<file path="src/rtl/vga_pixel_output.sv">
// -----------------------------------------------------------------------------
// vga_pixel_output
//
// Final output stage of the VGA path. Sync/blank from the timing counters are
// delayed so they line up with the shader pipeline, then registered together
// with the shader colour. The colour is forced to 0 while blanked, and to
// UNDERRUN_COLOR on active pixels the shader failed to deliver. The stage also
// produces line/frame start strobes, a free-running frame counter and a
// sticky underrun flag.
//
// Parameters
//   DELAY          sync/blank latency in pix_en cycles incl. output register (1..15)
//   COLOR_BITS     colour width (RRGGBB)
//   FRAME_BITS     frame counter width
//   POLARITY       sync polarity, 1 = active-high, 0 = active-low
//   UNDERRUN_COLOR colour driven on active pixels with pixel_valid = 0
//
// Ports
//   clk, reset_n               clock, asynchronous active-low reset
//   pix_en                     pixel-rate enable, all state advances only when 1
//   hsync_in, vsync_in         sync from timing (polarity per POLARITY)
//   hblank_in, vblank_in       blank from timing, 1 = blanked
//   pixel_in, pixel_valid      shader colour and its valid flag
//   underrun_clr               clears the sticky underrun flag
//   hsync_o, vsync_o, blank_o  delayed, registered sync/blank
//   rgb_o                      registered colour, 0 while blanked
//   line_start_o               pulse on first active pixel of a line
//   frame_start_o              pulse on first active pixel of a frame
//   frame_cnt_o                frames begun since reset
//   underrun_o                 sticky underrun flag
// -----------------------------------------------------------------------------
module vga_pixel_output #(
   parameter int                    DELAY          = 2,
   parameter int                    COLOR_BITS     = 6,
   parameter int                    FRAME_BITS     = 8,
   parameter int                    POLARITY       = 0,
   parameter logic [COLOR_BITS-1:0] UNDERRUN_COLOR = 6'b110011
) (
   input  logic                  clk,
   input  logic                  reset_n,
   input  logic                  pix_en,
   input  logic                  hsync_in,
   input  logic                  vsync_in,
   input  logic                  hblank_in,
   input  logic                  vblank_in,
   input  logic [COLOR_BITS-1:0] pixel_in,
   input  logic                  pixel_valid,
   input  logic                  underrun_clr,
   output logic                  hsync_o,
   output logic                  vsync_o,
   output logic                  blank_o,
   output logic [COLOR_BITS-1:0] rgb_o,
   output logic                  line_start_o,
   output logic                  frame_start_o,
   output logic [FRAME_BITS-1:0] frame_cnt_o,
   output logic                  underrun_o
);

   localparam logic SYNC_ACT  = (POLARITY != 0) ? 1'b1 : 1'b0;
   localparam logic SYNC_IDLE = ~SYNC_ACT;

   // Stage word: {real, hsync, vsync, hblank, vblank}. The "real" bit marks
   // samples that came from the timing inputs rather than from the reset fill,
   // so the idle fill cannot fake a blank edge or a vsync edge after reset.
   localparam logic [4:0] STAGE_IDLE = {1'b0, SYNC_IDLE, SYNC_IDLE, 1'b1, 1'b1};

   logic [4:0] w_in;
   logic [4:0] w_last;
   logic       w_real;
   logic       w_hs;
   logic       w_vs;
   logic       w_vb;
   logic       w_blank;

   assign w_in = {1'b1, hsync_in, vsync_in, hblank_in, vblank_in};

   // DELAY-1 shift stages ahead of the output register; none when DELAY = 1.
   genvar gi;
   generate
      if (DELAY > 1) begin : g_dly
         for (gi = 0; gi < DELAY - 1; gi++) begin : g_stage
            logic [4:0] r_q;
            logic [4:0] w_src;
            if (gi == 0) begin : g_first
               assign w_src = w_in;
            end else begin : g_next
               assign w_src = g_stage[gi-1].r_q;
            end
            always_ff @(posedge clk or negedge reset_n) begin
               if (!reset_n) begin
                  r_q <= STAGE_IDLE;
               end else if (pix_en) begin
                  r_q <= w_src;
               end
            end
         end
         assign w_last = g_stage[DELAY-2].r_q;
      end else begin : g_nodly
         assign w_last = w_in;
      end
   endgenerate

   assign w_real  = w_last[4];
   assign w_hs    = w_last[3];
   assign w_vs    = w_last[2];
   assign w_vb    = w_last[0];
   assign w_blank = w_last[1] | w_last[0];

   logic                  r_hsync;
   logic                  r_vsync;
   logic                  r_blank;
   logic                  r_vblank;     // vblank of the previously loaded sample
   logic                  r_real;       // previously loaded sample was real
   logic                  r_armed;      // a real blanked sample has been loaded since reset
   logic [COLOR_BITS-1:0] r_rgb;
   logic                  r_line_start;
   logic                  r_frame_start;
   logic [FRAME_BITS-1:0] r_frame_cnt;
   logic                  r_underrun;

   always_ff @(posedge clk or negedge reset_n) begin
      if (!reset_n) begin
         r_hsync       <= SYNC_IDLE;
         r_vsync       <= SYNC_IDLE;
         r_blank       <= 1'b1;
         r_vblank      <= 1'b1;
         r_real        <= 1'b0;
         r_armed       <= 1'b0;
         r_rgb         <= '0;
         r_line_start  <= 1'b0;
         r_frame_start <= 1'b0;
         r_frame_cnt   <= '0;
         r_underrun    <= 1'b0;
      end else begin
         r_line_start  <= 1'b0;
         r_frame_start <= 1'b0;

         // Clear first so a coincident set below takes priority.
         if (underrun_clr) begin
            r_underrun <= 1'b0;
         end

         if (pix_en) begin
            r_hsync  <= w_hs;
            r_vsync  <= w_vs;
            r_blank  <= w_blank;
            r_vblank <= w_vb;
            r_real   <= w_real;

            if (w_blank) begin
               r_rgb <= '0;
            end else if (pixel_valid) begin
               r_rgb <= pixel_in;
            end else begin
               r_rgb <= UNDERRUN_COLOR;
            end

            if (w_real && w_blank) begin
               r_armed <= 1'b1;
            end

            // Blank falling edge at the output; a frame starts when the
            // previous sample was also vertically blanked.
            if (r_armed && r_blank && !w_blank) begin
               r_line_start  <= 1'b1;
               r_frame_start <= r_vblank;
            end

            // Count vsync inactive->active edges between real samples only.
            if (w_real && r_real && (w_vs == SYNC_ACT) && (r_vsync != SYNC_ACT)) begin
               r_frame_cnt <= r_frame_cnt + 1'b1;
            end

            if (!w_blank && !pixel_valid) begin
               r_underrun <= 1'b1;
            end
         end
      end
   end

   assign hsync_o       = r_hsync;
   assign vsync_o       = r_vsync;
   assign blank_o       = r_blank;
   assign rgb_o         = r_rgb;
   assign line_start_o  = r_line_start;
   assign frame_start_o = r_frame_start;
   assign frame_cnt_o   = r_frame_cnt;
   assign underrun_o    = r_underrun;

endmodule
</file>
<file path="config.mk">
export PLATFORM = sky130hd
export DESIGN_NAME = vga_pixel_output
export DESIGN_NICKNAME = d
export VERILOG_FILES = /design/src/rtl/vga_pixel_output.sv
export SDC_FILE = /design/constraint.sdc
export NUM_CORES = 1
export LEC_CHECK = 0
export ABC_AREA = 1
export CORE_MARGIN = 2
export CORE_UTILIZATION = 30
export CTS_CLUSTER_SIZE = 12
export DETAILED_ROUTE_END_ITERATION = 12
export GPL_TIMING_DRIVEN = 0
export SETUP_SLACK_MARGIN = 0.05
export SLEW_MARGIN = 30
export SYNTH_ARGS = -nofsm -noshare
export SYNTH_HDL_FRONTEND = slang
export SYNTH_SLANG_ARGS = --single-unit
</file>
<file path="constraint.sdc">
create_clock -name clk -period 1.3 [get_ports clk]
set_input_delay 0.26 -clock clk [delete_from_list [all_inputs] [get_ports clk]]
set_output_delay 0.26 -clock clk [all_outputs]
set_load 0.005 [all_outputs]
</file>
Word level (Yosys, flattened, before mapping):

Cells that the tools add are included.

* input bits: 15
* register bits after elaboration: 28
* word-level logic and storage cells: 35
* output and inout port bits: 20

* add/subtract/negate cells: 1
* reduce and logical (&&, ||, !) cells: 11
* bitwise logic cells: 2
* multiplexer cells: 9

Operators by type and width (count)
* 6-bit two-way mux: 2
* 8-bit by 1-bit adder with 8-bit output (second input constant): 1
* 1-bit logical AND: 7
* 1-bit two-way mux: 7
* 2-bit AND reduction: 2
* 1-bit logical NOT: 2
* 1-bit inverter: 1
* 1-bit OR: 1

Longest topological paths before layout:

Gate-level depths: netlist (run 1).

* depth after elaboration: 5
* gate-level depth with buffers: 7
* mapped depth without buffers: 7

Least setup slack after synthesis (run 1):

Ideal clock, no wire load.

* path kind: register to register
* start: register r_vsync, in the netlist vsync_o
* end: register r_frame_cnt[3], in the netlist frame_cnt_o[3]
* data required time: 1173 ps
* path buffers: 1
* path slack: 114 ps
* library setup time: 127 ps
* period minus slack after synthesis: 1186 ps
* stages on the path, launching flop included: 6
* arrival time: 1059 ps
* cells stage by stage: dfstp_2 > nand3_1 > nor2_2 > buf_6 > nand2_2 > xnor2_2

* cells in the longest elaborated chain, start to end: 2

Ends and longest elaborated chain
* start, declared: line 110 `logic r_vsync;`
* start signal, assigned: line 145 `r_vsync <= w_vs;`
* 1-bit logical AND: line 170 `if (w_real && r_real && (w_vs == SYNC_ACT) && (r_vsync != SYNC_ACT)) begin`
* 2-bit AND reduction (no source line)
* end signal, assigned: line 171 `r_frame_cnt <= r_frame_cnt + 1'b1;`
* end, declared: line 118 `logic [FRAME_BITS-1:0] r_frame_cnt;`

No other way between the ends.
A chain may end at the register's enable or synchronous reset.

Worst setup path after layout (run 1):

* start: register r_vsync, in the netlist vsync_o
* end: output vsync_o

RTL lines
* end, declared: line 50 `output logic vsync_o,`

No word-level cell between the ends.

==> Implementation_results.wiki, run 1 <==
{| class="wikitable"
! Metric !! Value
|-
| Status || finished, violations left
|-
| Violated checks || negative hold slack, negative setup slack
|-
| Fraction of layout cells with a size suffix above 1 || 22.0%
|-
| CORE AREA || 3940 um2
|-
| Port-buffer cells || 34
|-
| Num rows || 23
|-
| Initial antenna violation count || 0
|-
| Diode count || 0
|-
| Post-Synthesis Mean Instance Area || around 9.1 um2
|-
| Post-Place Worst Slack || -0.224 ns
|-
| Sequential cell area || 712 um2
|-
| Die width || 67.3 um
|-
| Critical register-to-register path startpoint || vsync_o
|-
| Cells traversed along the worst timing path || dlygate4sd2_1
|-
| Sum of internal, switching and leakage power || ~2.4 mW
|-
| Post-Synthesis Net Count || 148
|-
| Effective utilization at floorplan || 30.5%
|-
| Final critical-path share of the clock period || 100%
|-
| Number of distinct library cells after synthesis || 23
|-
| Post-synth ARST share || 100%
|-
| Routed wirelength normalized by instance count || between 10 and 15 um
|-
| Number of design rule violations left after detail routing || 0
|-
| Wire length of the first global-routing pass || 4.24 mm
|-
| CP startpoint kind || flop
|-
| IR Drop Worst-Case VDD || 0.000386 V
|-
| Overall overflow remaining after global route || 0
|-
| Maximum number of pins on one net before global-route repair || 29
|-
| Via density || 4.38
|-
| Multi-input gate area || about 440 um2
|-
| Yosys synthesis warning count || 0
|-
| Share of synthesized area occupied by flip-flops and latches || 59.0%
|-
| Clock latency of the later-clocked register in the worst-skew pair || 0.27 ns
|-
| Gate count after technology mapping || 132
|-
| Final hold viol count || 20
|-
| CP Data Arrival Time || 1.04 ns
|-
| Netlist area before placement || 1200 um2
|-
| Category of the most critical setup path || reg2out
|-
| Max-Slew Margin vs Limit || about three fifths
|-
| Number of design-rule violations left by the first detailed-router iteration || 17
|-
| Clk pin slew, worst setup/hold paths || 0.09 ns
|-
| Max Freq || 0.768 GHz
|-
| Max-slew violation total from the final report || 0
|-
| Post-synth EDFFs || 0
|-
| Unrepaired setup endpoints after global routing || yes
|-
| Final Wtd Congestion || 0.682
|-
| R2r worst-path depth || 6
|-
| Number of H-tree branching levels || 1
|-
| Fin Clk Skew || 0.00133 ns
|-
| Router iterations before antenna repair || 4
|-
| Endpoint of the worst register-to-register path || frame_cnt_o[2]
|-
| Max stage delay cell, worst path || sky130_fd_sc_hd__dfstp_2
|-
| CP endpoint kind || output pin
|-
| Tightest hold margin || -0.00835 ns
|-
| Die footprint || about 4500 um2
|-
| Setup violators final || 1
|-
| Crit-path leading delay family || flip-flops
|-
| Relative area change from synthesis to final layout || 44.7%
|-
| Root buffer selected by CTS || sky130_fd_sc_hd__clkbuf_8
|-
| Minimum clock period after layout || 1.30 ns
|-
| Total detailed-routing wirelength || 2.54 mm
|-
| Via count of the first global-routing pass || about 1.0k
|-
| Minimum setup slack in the final design || -0.00272 ns
|-
| Seq cells post-synth || 28
|-
| Power per Cell Area || 1350 nW/um2
|-
| Sum of buffers and inverters on the critical path || 1
|-
| Overall track demand over capacity in global routing || between 10% and 20%
|-
| Largest stage delay on the critical path || between 0.5 and 0.6 ns
|-
| Die span in y || 67.3 um
|-
| Hold crit path type || in2async
|-
| Worst slew pin tran || between 0.6 and 0.7 ns
|-
| Clk sink count || 28
|-
| DR vias || 1017
|-
| TritonCTS buffer count || 3
|-
| Data required time of the critical path || around 1.0 ns
|-
| Final ANT Viol Nets || 0
|-
| Count of hold-fix buffers inserted at cts || 0
|-
| # IOs || 35
|-
| Total of fill cells in the finished design || 383
|-
| Largest buffer count on any clock path || 2
|-
| R2r setup slk || 0.04 ns
|-
| Leakage power of the design || ~0.87 nW
|-
| Top fanout value on the critical path || 2
|-
| NumNets Final || 199
|-
| Estimated wirelength of the detail-placed design || approximately 1.8 mm
|-
| Most used DFF post-synth || sky130_fd_sc_hd__dfrtp_1
|-
| Number of maximum-capacitance constraint violations || 0
|-
| TritonCTS clock tree || built
|}
per-layer routing:
metal  track usage (%)  share of wire [%]  vias up
li1                  -                  -      512
met1              13.4                 43      465
met2              23.5                 49       36
met3              2.83                5.9        4
met4              6.12                1.5        0
met5                 0                  0        -
placed cells by master (no fill, tap or decap), types with 2 or more instances in the layout:
master	instances
sky130_fd_sc_hd__nand4_1	2
sky130_fd_sc_hd__nand2_1	46
sky130_fd_sc_hd__xor2_1	2
sky130_fd_sc_hd__inv_1	14
sky130_fd_sc_hd__buf_6	2
sky130_fd_sc_hd__nor3_1	2
sky130_fd_sc_hd__buf_2	6
sky130_fd_sc_hd__clkdlybuf4s50_1	13
sky130_fd_sc_hd__dfstp_2	8
sky130_fd_sc_hd__dlygate4sd2_1	18
sky130_fd_sc_hd__nor2_1	8
sky130_fd_sc_hd__nand3_1	3
sky130_fd_sc_hd__dfrtp_1	19
sky130_fd_sc_hd__buf_4	10
sky130_fd_sc_hd__o21ai_0	10
sky130_fd_sc_hd__clkbuf_8	4
worst max path at each step:
stage / from / end / slack (ns) / cells past startpoint
after global placement: reset_n / rgb_o[4] / -0.44 / 1
after CTS: vsync_o / frame_cnt_o[2] / -0.006 / 6
after global routing: vsync_o / frame_cnt_o[6] / -0.06 / 7
after detailed placement: pix_en / frame_cnt_o[6] / -0.22 / 7
final: vsync_o / vsync_o / -0.003 / 1
after floorplan: vsync_o / frame_cnt_o[3] / 0.11 / 5
where the power goes:
part | internal [mW] | total [mW] | switching (mW)
sequential | 1.02 | 1.09 | 0.0648
combinational | 0.384 | 0.736 | 0.352
clock | 0.271 | 0.531 | 0.260
total | 1.68 | 2.35 | 0.676
what timing repair did:
item	CTS	global route
setup endpoints to repair	22	11
pin swaps	2	3
gates cloned	1	0
setup buffers	10	1
gates resized for setup	30	3
synth_stat cells, drive strengths merged (2+ instances only):
master,count,area [um2]
nand2,48,185
nor2,10,42.5
dfrtp,20,500
nor3,2,10.0
buf,3,21.3
dfstp,8,210
o21ai,10,50.1
xor2,2,17.5
nand4,2,12.5
nand3,4,20.0
inv,14,52.6
flip-flops by register name, indices dropped and copies added, names as in the netlist:
name and flops:
blank_o 1, frame_cnt_o 8, frame_start_o 1, g_dly.g_stage.r_q 5, hsync_o 1, line_start_o 1
r_armed 1, r_real 1, r_vblank 1, rgb_o 6, underrun_o 1, vsync_o 1
logic make-up after synthesis:
group,after synthesis,share of synthesized area [%]
and+or+nand+nor,69,24.6
xor gates and xnor gates,3,2.81
buffers and inverters,17,6.13
adders and majority gates,1,1.04
DFF,28,59.0
AOI/OAI and AO/OA,14,6.34
area by class of cell:
cell class                 instances  share of cell area, %
tap                               50                   3.59
sequential                        28                   40.9
timing repair buffer              46                   22.6
buffer                             3                   1.22
clock buffer                       4                   3.16
multi-input combinational         87                   25.5
inverter                          14                   3.02
per-stage QoR:
step | area, um2 | cells | util (%) | setup TNS (ns)
5_1_grt | 1740 | 232 | 44.2 | -0.123
6_report | 1740 | 232 | 44.2 | -0.00272
3_5_place_dp | 1600 | 216 | 40.6 | -2.61
4_1_cts | 1720 | 231 | 43.7 | -0.0117
2_1_floorplan | 1200 | 132 | - | 0
3_3_place_gp | 1610 | 216 | 40.7 | -12.72
No activity file was read; power rests on OpenSTA's default activity.
==> inputs of run 2 (changes only) <==
GPL_ROUTABILITY_DRIVEN = 0   (was default)
==> results of run 2 <==
Same layout as run 1: the final DEF is identical, and so are final timing and power.
==> RTL edit, RTL diff (settings of run 2) <==
Set the parameter `DELAY` to 4 (it was 2).
--- a/src/rtl/vga_pixel_output.sv
+++ b/src/rtl/vga_pixel_output.sv
@@ -30,7 +30,7 @@
 //   underrun_o                 sticky underrun flag
 // -----------------------------------------------------------------------------
 module vga_pixel_output #(
-   parameter int                    DELAY          = 2,
+   parameter int                    DELAY          = 4,
    parameter int                    COLOR_BITS     = 6,
    parameter int                    FRAME_BITS     = 8,
    parameter int                    POLARITY       = 0,
Behaviour: not the same (Yosys sat finds a counterexample within 4 cycles, from zero or initial values and one cycle with reset_n low).
==> RTL edit against run 2 <==
Non-clock buffer count up 6. Clock power up 55%. Worst setup slack better by 0.011 ns. Power up 23%. Synthesized cell count up 33%. Design area up 28%. Sequential share of layout area up 2.7 points. Wire length up 26%. Via count up 26%. Sequential power up 33%. Combinational power down 16%. Sequential cell count up 10. Final cell count up 31%. Area after synthesis up 30%. Critical path type is now flop to flop. Largest cell class unchanged.
==> RTL edit: results (changes against run 2) <==
{| class="wikitable"
! Metric !! Value
|-
| Post-layout power || 2.89 mW (+23%)
|-
| Critical Path Sink Type || flop
|-
| Share of total power in the clock network || 28.5% (+5.9 points)
|-
| Worst max-slew margin expressed relative to the limit || 71.0% (+12 points)
|-
| Number of flip-flops under the largest register name || 15 (+7)
|-
| Fraction of final layout cells sized beyond drive strength 1 || 23.1% (+1.1 points)
|-
| Number of buffers created by CTS || 5 (+2)
|-
| Worst-path maximum fanout || 5 (+3)
|-
| Register-to-register setup slack || 0.009 ns (-0.03 ns)
|-
| Average cell area after synthesis || 8.92 um2 (-2.2%)
|-
| Final net count || 249 (+25%)
|-
| Maximum clock skew at final layout || 0.000987 ns (-0.000347 ns)
|-
| DRC violation total after the first TritonRoute iteration || 73 (+56)
|-
| Ranking of synthesized cells by area || sky130_fd_sc_hd__dfrtp_1 (35%), sky130_fd_sc_hd__dfstp_2 (27%), sky130_fd_sc_hd__nand2_1 (17%), sky130_fd_sc_hd__o21ai_0 (6.4%), sky130_fd_sc_hd__inv_1 (3.8%)
|-
| Filler cells || 540 (+41%)
|-
| Count of distinct cell types in the synthesized netlist || 21 (-8.7%)
|-
| Highest ir drop seen on vdd || 0.589 mV (+53%)
|-
| Vias in the first global route || 1224 (+17%)
|-
| GRT Resource Usage Total || 12.0% (-0.65 points)
|-
| Clk pin slew, worst setup/hold paths || 0.07 ns (-0.02 ns)
|-
| HP Class || input pin to async pin
|-
| Data arrival time of the critical path || 1.52 ns (+0.48 ns)
|-
| Final cell count without fillers || 304 (+31%)
|-
| Placement Setup Slack || -0.291 ns (-0.0666 ns)
|-
| H-tree Lvls || 2 (+1)
|-
| Outcome || finished clean
|-
| Aggregate routed wire length || 3.21 mm (+26%)
|-
| Placed cell count || 281 (+30%)
|-
| P_sw || 0.767 mW (+13%)
|-
| Global-route wire length before repair || 5.61 mm (+32%)
|-
| DR vias/cell || 4.21 (-4.0%)
|-
| Relative contribution of sequential cells to total power || 50.1% (+3.9 points)
|-
| Leak || 1.09 nW (+25%)
|-
| Post-route clock period utilization || 99.3% (-0.86 points)
|-
| Hpwl dp || 2.13 mm (+18%)
|-
| Largest net degree at the start of global routing || 27 (-6.9%)
|-
| Fraction of the yosys area taken by sequential cells || 61.8% (+2.8 points)
|-
| Largest stage delay on the critical path || about 0.55 ns
|-
| Commonest cells post-synth || sky130_fd_sc_hd__nand2_1 (70), sky130_fd_sc_hd__dfrtp_1 (22), sky130_fd_sc_hd__o21ai_0 (20), sky130_fd_sc_hd__dfstp_2 (16), sky130_fd_sc_hd__inv_1 (16)
|-
| Net Count, Synth || 192 (+30%)
|}
-- RTL edit: cell count changes after synthesis, moves of 2 or more --
cell,change
sky130_fd_sc_hd__inv_1,+2
sky130_fd_sc_hd__nand2_2,-2
sky130_fd_sc_hd__dfstp_2,+8
sky130_fd_sc_hd__nand3b_1,+2
sky130_fd_sc_hd__clkbuf_1,+2
sky130_fd_sc_hd__nand2_1,+24
sky130_fd_sc_hd__o21ai_0,+10
sky130_fd_sc_hd__dfrtp_1,+2
-- RTL edit: cell type report --
class,count,share of cell area [%]
inverter,16,2.70
clock buffer,7,3.88
timing repair buffer,50,19.7
tap,70,3.93
buffer,5,1.29
clock inverter,1,0.225
sequential,38,43.6
multi-input combinational,117,24.7
-- RTL edit: cell families (layout without fill, tap and decap cells) --
logic type	after synthesis	count (layout)	synth area share (%)
flip-flops	38	38	61.8
XOR/XNOR	1	1	0.558
buffers and inverters	21	79	5.42
adder cells (fa/ha/maj)	1	1	0.797
AND/OR/NAND/NOR	92	92	23.8
AO/OA/AOI/OAI	23	23	7.57
-- RTL edit: per-layer routing --
| layer | wire length (um) | global-route usage [%] | up-vias |
|---|---|---|---|
| met4 | 44 | 5.45 | 0 |
| met2 | 1480 | 18.8 | 25 |
| met5 | 0 | 0 | - |
| met1 | 1530 | 15.4 | 583 |
| li1 | - | - | 666 |
| met3 | 145 | 3.32 | 5 |
-- RTL edit: metrics by stage --
stage	hold slack, ns	util, %
finish	0.400	43.9
global route	0.423	43.9
CTS	0.408	42.9
detailed placement	0.180	39.7
global placement	0.452	39.4
floorplan	-0.0356	-
-- RTL edit: repair_timing --
item,4_1_cts,5_1_grt
setup endpoints to repair,22,14
hold buffers,1,0
gates resized for setup,30,13
pin swaps,0,4
cloned,0,1
hold endpoints to repair,12,0
buffers inserted,11,2
